<file path="src/rtl/ks_sum_accumulator.sv">
// Accumulates a run of len adder Sum words into a wide total with a sticky
// carry-out flag, and presents the result on a valid/ready port.
module ks_sum_accumulator #(
    parameter int SUM_W = 17,
    parameter int ACC_W = 32,
    parameter int CNT_W = 8
) (
    input  logic             clk,
    input  logic             rst,
    input  logic             start,
    input  logic [CNT_W-1:0] len,
    input  logic             in_valid,
    output logic             in_ready,
    input  logic [SUM_W-1:0] in_sum,
    output logic             out_valid,
    input  logic             out_ready,
    output logic [ACC_W-1:0] out_acc,
    output logic             out_ovf,
    output logic             busy
);

    typedef enum logic [1:0] {IDLE, ACCUM, DONE} state_t;

    state_t           state, state_nxt;
    logic [ACC_W-1:0] acc;
    logic             ovf;
    logic [CNT_W-1:0] rem;
    logic             beat;
    logic [ACC_W:0]   sum;

    // One extra bit on the adder captures the carry out of the accumulator.
    assign sum     = {1'b0, acc} + (ACC_W+1)'(in_sum);
    assign beat    = in_valid && in_ready;
    assign out_acc = acc;
    assign out_ovf = ovf;
    assign busy    = (state != IDLE);

    always_comb begin
        state_nxt = state;
        in_ready  = 1'b0;
        out_valid = 1'b0;
        case (state)
            IDLE: begin
                if (start)
                    state_nxt = (len == '0) ? DONE : ACCUM;
            end
            ACCUM: begin
                in_ready = 1'b1;
                if (in_valid && rem == CNT_W'(1))
                    state_nxt = DONE;
            end
            DONE: begin
                out_valid = 1'b1;
                if (out_ready)
                    state_nxt = IDLE;
            end
            default: state_nxt = IDLE;
        endcase
    end

    always_ff @(posedge clk or posedge rst) begin
        if (rst) begin
            state <= IDLE;
            acc   <= '0;
            ovf   <= 1'b0;
            rem   <= '0;
        end else begin
            state <= state_nxt;
            case (state)
                IDLE: begin
                    if (start) begin
                        acc <= '0;
                        ovf <= 1'b0;
                        rem <= len;
                    end
                end
                ACCUM: begin
                    if (beat) begin
                        acc <= sum[ACC_W-1:0];
                        ovf <= ovf | sum[ACC_W];
                        rem <= rem - 1'b1;
                    end
                end
                default: ;
            endcase
        end
    end

endmodule
</file>
<file path="config.mk">
export PLATFORM = sky130hd
export DESIGN_NAME = ks_sum_accumulator
export DESIGN_NICKNAME = d
export VERILOG_FILES = /design/src/rtl/ks_sum_accumulator.sv
export SDC_FILE = /design/constraint.sdc
export NUM_CORES = 1
export LEC_CHECK = 0
export CAP_MARGIN = 40
export CORE_MARGIN = 1.5
export CORE_UTILIZATION = 38
export DETAILED_ROUTE_END_ITERATION = 16
export PLACE_DENSITY = 0.65
export SLEW_MARGIN = 0
export SYNTH_ARGS = -nofsm -noshare
export SYNTH_HDL_FRONTEND = slang
export SYNTH_SLANG_ARGS = --single-unit
</file>
<file path="constraint.sdc">
create_clock -name clk -period 2.7 [get_ports clk]
set_clock_uncertainty 0.15 [all_clocks]
set_input_delay 0.54 -clock clk [delete_from_list [all_inputs] [get_ports clk]]
set_output_delay 0.54 -clock clk [all_outputs]
set_load 0.05 [all_outputs]
</file>
==> impl_metrics.toml, run 1 <==
[run_status]
status = "complete, no violations"

[route]
drt-initial-drc-count = 187
drc_errors = 0
vias = 3409
first_pass_iters = 4
postRouteAntennaNets = 0
drt-vias-per-instance = 5.56
routed_wl_mm = 9.32
wl_per_cell_um = 15.2

[setup_path]
path_buf_inv = 1
cpPeakStageDelay_ns = 0.46
cp_data_arrival_time_ns = 2.69
ff2ff_path_depth = 9
cp.required_ns = 2.79
endpoint_kind = "register"
path_depth = 8
cp_top_family = "simple AND/OR/NAND/NOR gates"
reg2reg_from = "out_acc[0]$_DFFE_PP0P_"
critPathKind = "input port to register"
slowest_stage = "clkdlybuf4s50_1"
r2r_slack_ns = 0.13
reg2reg_to = "out_acc[11]$_DFFE_PP0P_"
critical_path.cell_chain = "clkdlybuf4s50_1, ha_4, nand2_1, a2111o_1, a31o_1, and3b_2, nor4b_4, mux2i_1"
critical_path.endpoint = "out_acc[22]$_DFFE_PP0P_"
crit_start = "in_sum[14]"
critPathMaxFanout = 6
start_kind = "input port"

[clock_tree]
path_clk_slew_ns = 0.09
htreeDepth = 2
cts_root_buffer = "clkbuf_8"
cts.sinks = 43
clock_latency_ns = 0.31
cts_tree = "done"
cts_max_path_buffers = 2
cts_hold_buf = 0
cts_inserted_buffers = 5

[global_routing]
grt_use_met3 = 0.0274
grt_util_met2 = 0.359
grt_util_all_layers = 0.214
grt_max_degree = 44
busiest_layer = "met2"
grt_overflow_total = 0
gr-usage-met1 = 0.288
grt_pass1_vias = 3284
grt_pass1_wl_mm = 15.3
antenna_found_initial = 0

[synth]
netlist_area_um2 = 3200
synth_fp_nets = 431
syn_avg_cell_area_um2 = 8.40
synth-edff-count = 0
async_flop_share = 1.00
synth_warnings = 0
synth_cell_types = 65
synth-seq-cells = 43
synthCells = 381
ys_seq_area_frac = 0.336
synth-main-ff-cell = "dfrtp_1"

[sta]
rsz0062_at_grt = "no"
max-slew-margin-rel = 0.502
drv_slew = 0
fin_crit_ns = 2.61
finalSetupViolCount = 0
final_hold_viol_count = 0
worst_slew_pin_slew_ns = 0.747
fin_crit_sh = 0.965
max_freq_ghz = 0.384

[layout]
nFillCells = 731
layout-area-overhead-vs-synth_pct = 49.1
final_net_count = 557
utilization = 0.584
final_area_um2 = 4770
drive_gt1_frac = 0.228
diodes = 0

[placement]
finalWeightedCongestion = 0.846
post-dp-hpwl_mm = 6.83
io_buffer_count = 65
dpl-instance-area_um2 = 4400

[hold_path]
hp-class = "register to register"

[pwr]
leakagePower_nw = 2.14
powerDensity_nw_per_um2 = 1040
ir_drop_uv = 363
p_total_mw = 4.97

[floorplan]
die_w_um = 94.8
pin_count = 66
die_h_um = 94.8
start_util = 0.391
rows = 33
core_area_um2 = 8180
die_area_um2 = 8980

[run]
max_cap_viol_count = 0
==> metrics by stage <==
step / worst slack, ns / hold slack [ns] / instances / TNS (ns)
2_1_floorplan: 0.00618 / 0.307 / 381 / 0
3_3_place_gp: -0.473 / 0.323 / 595 / -6.62
3_5_place_dp: -0.496 / 0.333 / 595 / -6.80
4_1_cts: 0.000445 / 0.360 / 605 / 0
5_1_grt: 0.00584 / 0.388 / 613 / 0
6_report: 0.0947 / 0.353 / 613 / 0
==> per-layer routing <==
metal | part of all wire | vias up
li1 | - | 1684
met4 | 0.0089 | 0
met1 | 0.46 | 1630
met3 | 0.050 | 8
met2 | 0.48 | 87
met5 | 0 | -
==> cells by family after synthesis <==
family          after synthesis  synth area share
mux                           5            0.0164
compound gates              120             0.247
xor+xnor                     10            0.0274
fa+ha+maj                    20            0.0805
buf+inv                      30            0.0407
flops                        43             0.336
simple gates                153             0.251
==> cells in the final DEF, fill, tap and decap left out, drive strengths merged, types with 6 or more instances in the layout <==
cell type      count
buf               74
clkdlybuf4s50     53
nand2             50
dfrtp             43
o21ai             34
a21oi             29
nor2              19
ha                19
nand3             11
dlymetal6s2s      11
inv               11
nor3              10
nand4             10
nand2b             8
or3                8
nor4               6
and3               6
==> final cells by class <==
cell class | count | area [um2] | area share
flip-flops and latches | 43 | 1080 | 0.227
inverters | 11 | 41.3 | 0.00865
clock buffers | 5 | 68.8 | 0.0144
well taps | 105 | 131 | 0.0275
repair buffers | 138 | 1250 | 0.262
multi-input cells | 308 | 2180 | 0.457
clock inverters | 3 | 20.0 | 0.00419
==> worst reg2reg max path, stage by stage, from the launching register on <==
cell and delay [ns]:
dfrtp_2 0.42, ha_2 0.19, buf_4 0.13, buf_4 0.12, a21o_1 0.16, and4_4 0.20, o211ai_1 0.26, a21oi_1 0.13
or3_2 0.46, a32o_1 0.25
==> state kept, by name, indices dropped and copies added, names as in the netlist <==
signal / cells
state: 2
out_acc: 32
out_ovf: 1
rem: 8
==> synthesized netlist by cell type, types with 3 or more instances <==
cell type / instances / area share
nand2_1: 50 / 0.059
ha_1: 19 / 0.074
a21o_1: 4 / 0.0094
a31oi_1: 5 / 0.0098
or3_1: 7 / 0.014
o21a_1: 3 / 0.0070
a311oi_1: 3 / 0.0082
and3_1: 5 / 0.0098
clkbuf_1: 14 / 0.016
a21oi_1: 29 / 0.045
o211ai_1: 5 / 0.012
nand2b_1: 8 / 0.016
and2_1: 4 / 0.0078
xor2_1: 5 / 0.014
and4_1: 4 / 0.011
nor3_1: 10 / 0.016
o31ai_1: 4 / 0.0094
or4_1: 3 / 0.0070
nor2b_1: 4 / 0.0078
nand4_1: 9 / 0.018
o21ai_0: 34 / 0.053
mux2i_1: 3 / 0.0094
nor2_1: 19 / 0.022
o41ai_1: 3 / 0.0082
nor4_1: 6 / 0.012
dfrtp_1: 43 / 0.34
nand3_1: 11 / 0.017
inv_1: 11 / 0.013
xnor2_1: 5 / 0.014
==> where the power goes <==
part	leakage, nW	internal, mW	switching, mW	total (mW)
registers	0.543	0.855	0.223	1.08
logic	1.56	1.54	1.91	3.45
clock network	0.0402	0.181	0.257	0.438
total	2.14	2.58	2.39	4.97
==> worst min-delay path by stage <==
stage | start | endpoint | slack [ns] | depth (start not counted)
after global routing | out_ovf$_DFFE_PP0P_ | out_ovf$_DFFE_PP0P_ | 0.39 | 2
after CTS | rem[7]$_DFFE_PP0P_ | rem[7]$_DFFE_PP0P_ | 0.36 | 1
after global placement | out_acc[0]$_DFFE_PP0P_ | out_acc[0]$_DFFE_PP0P_ | 0.32 | 2
after detailed placement | rem[7]$_DFFE_PP0P_ | rem[7]$_DFFE_PP0P_ | 0.33 | 1
after floorplan | rem[7]$_DFFE_PP0P_ | rem[7]$_DFFE_PP0P_ | 0.31 | 1
final | rem[7]$_DFFE_PP0P_ | rem[7]$_DFFE_PP0P_ | 0.35 | 1
==> timing repair <==
item / in CTS / in global routing
setup buffers: 2 / 8
pin swaps: 13 / 18
gates cloned: 0 / 0
gates resized for setup: 10 / 26
endpoints found under the setup margin: 11 / 18
No activity file was read; power rests on OpenSTA's default activity.
==> run 2: changes to the inputs <==
--- a/config.mk
+++ b/config.mk
@@ -6,7 +6,7 @@
 export NUM_CORES = 1
 export LEC_CHECK = 0
 export CAP_MARGIN = 40
-export CORE_MARGIN = 1.5
+export CORE_MARGIN = 2
 export CORE_UTILIZATION = 38
 export DETAILED_ROUTE_END_ITERATION = 16
 export PLACE_DENSITY = 0.65
==> run 2 against run 1 <==
- via count increased by 0.38%
- count of clock-buffer cells in the layout unchanged
- largest cell class unchanged
- global-route usage decreased by 0.24 points
- highest routed layer unchanged
- maximum frequency decreased by 0.19%
==> impl_metrics.toml, run 2 (synthesized netlist as in run 1, its figures left out) <==
[pwr]
ir_drop_uv = 332
comb_power_share = 0.683
switching_share = 0.478
p_int_mw = 2.66
p_clk_frac = 0.104
power_frac_seq = 0.213
p_switching_mw = 2.44
powerDensity_nw_per_um2 = 1060
leakagePower_nw = 2.14

[placement]
io_buffer_count = 65
post-dp-hpwl_mm = 7.25
finalWeightedCongestion = 0.896

[layout]
drive_gt1_frac = 0.239
final_cell_mix = "buf_4 (72), clkdlybuf4s50_1 (52), nand2_1 (50), dfrtp_1 (38), o21ai_0 (33)"
diodes = 0
final_net_count = 556
nFillCells = 717
utilization = 0.587
layout_commonest_cell = "buf_4"
layout-area-overhead-vs-synth_pct = 50.0
largest_reg_flops = 32

[sta]
final_hold_viol_count = 0
max-slew-margin-rel = 0.542
rsz0062_at_grt = "no"
timing.hold.ws_ns = 0.348
finalSetupViolCount = 0
worst_slew_pin_slew_ns = 0.686
fin_crit_ns = 2.61
drv_slew = 0
fin_crit_sh = 0.967
max_freq_ghz = 0.383

[route]
drt-vias-per-instance = 5.59
drt-initial-drc-count = 141
first_pass_iters = 4
postRouteAntennaNets = 0
drc_errors = 0
routed_wl_mm = 9.85
wl_per_cell_um = 16.1
vias = 3422

[setup_path]
critPathMaxFanout = 5
cp_data_arrival_time_ns = 2.66
r2r_slack_ns = 0.19
start_kind = "input port"
critPathKind = "input port to register"
endpoint_kind = "register"
cp.required_ns = 2.75

[clock_tree]
cts.sinks = 43
htreeDepth = 2
path_clk_slew_ns = 0.09
cts_root_buffer = "clkbuf_8"
cts_max_path_buffers = 2
cts_inserted_buffers = 5
cts_tree = "done"
clock_latency_ns = 0.31

[global_routing]
antenna_found_initial = 0
grt_overflow_total = 0
grt_max_degree = 23
grt_util_met2 = 0.360
grt_util_all_layers = 0.211
grt_use_met3 = 0.0345
grt_pass1_wl_mm = 15.3
grt_pass1_vias = 3206
gr-usage-met1 = 0.283
busiest_layer = "met2"

[floorplan]
die_w_um = 95.8
die_h_um = 95.8
rows = 33
pin_count = 66
start_util = 0.391
die_area_um2 = 9170
core_area_um2 = 8180

[hold_path]
hp-class = "register to register"

[run]
max_cap_viol_count = 0

[run_status]
status = "complete, no violations"
[run 2: changes by cell type in the layout (fill, tap and decap cells not counted), sizes merged]
cell / change
dlygate4sd2: +2
clkdlybuf4s50: -1
clkinv: +1
buf: -1
bufinv: +1
dlymetal6s2s: -1
clkinvlp: -2
[run 2: per-layer routing]
metal / part of all wire / vias to the layer above
met5: 0 / -
met4: 0.0093 / 0
met3: 0.048 / 8
met2: 0.49 / 89
met1: 0.45 / 1644
li1: - / 1681
[run 2: power groups by stage]
stage	logic (mW)	registers, mW	clock network [mW]
4_1_cts	3.33	1.05	0.538
5_1_grt	3.77	1.12	0.568
2_1_floorplan	1.60	1.45	0
3_5_place_dp	3.26	1.06	0
3_3_place_gp	3.21	1.05	0
6_report	3.48	1.09	0.529
[run 2: cell type report]
type                    instances  area, um2  share of cell area
multi-input cells             308       2210               0.460
repair buffers                137       1220               0.255
flip-flops and latches         43       1080               0.225
well taps                     105        131              0.0274
clock buffers                   5       68.8              0.0143
clock inverters                 3       43.8             0.00912
inverters                      11       41.3             0.00860
[run 2: path summary, 6_finish.rpt]
path,endpoint,from,cells after the start
min reg2reg,out_ovf$_DFFE_PP0P_,out_ovf$_DFFE_PP0P_,2
min in group asynchronous,out_acc[13]$_DFFE_PP0P_,rst,2
min,out_ovf$_DFFE_PP0P_,out_ovf$_DFFE_PP0P_,2
max reg2reg,out_acc[22]$_DFFE_PP0P_,out_acc[0]$_DFFE_PP0P_,9
max,out_acc[11]$_DFFE_PP0P_,in_sum[4],8
max in group asynchronous,out_acc[18]$_DFFE_PP0P_,rst,3
[run 2: worst max-delay path, stage by stage]
cell and delay, ns:
clkdlybuf4s50_1 0.51, ha_4 0.23, a21oi_1 0.15, nand2_1 0.10, o211ai_1 0.31, a21oi_2 0.13
or3_2 0.46, a32o_1 0.23
[run 2: metrics by stage]
| step | worst slack (ns) | power [mW] | std cells | cell area (um2) | setup TNS (ns) |
|---|---|---|---|---|---|
| 2_1_floorplan | 0.00618 | 3.05 | 381 | 3210 | 0 |
| 3_3_place_gp | -0.467 | 4.27 | 601 | 4430 | -6.97 |
| 3_5_place_dp | -0.530 | 4.33 | 601 | 4430 | -7.76 |
| 4_1_cts | 0.000608 | 4.92 | 610 | 4610 | 0 |
| 5_1_grt | 0.0165 | 5.46 | 612 | 4800 | 0 |
| 6_report | 0.0897 | 5.10 | 612 | 4800 | 0 |
[run 2: repair_timing]
action,CTS,global route
buffers inserted,1,2
hold endpoints to repair,0,0
hold buffers,0,0
pin swaps,12,17
gates resized for setup,16,27
endpoints found under the setup margin,12,17
==> run 3: changes to the inputs <==
--- a/config.mk
+++ b/config.mk
@@ -5,6 +5,7 @@
 export SDC_FILE = /design/constraint.sdc
 export NUM_CORES = 1
 export LEC_CHECK = 0
+export ABC_CLOCK_PERIOD_IN_PS = 2700
 export CAP_MARGIN = 40
 export CORE_MARGIN = 2
 export CORE_UTILIZATION = 38
==> results of run 3 <==
No change in the layout: final DEF, timing and power equal those of run 2.
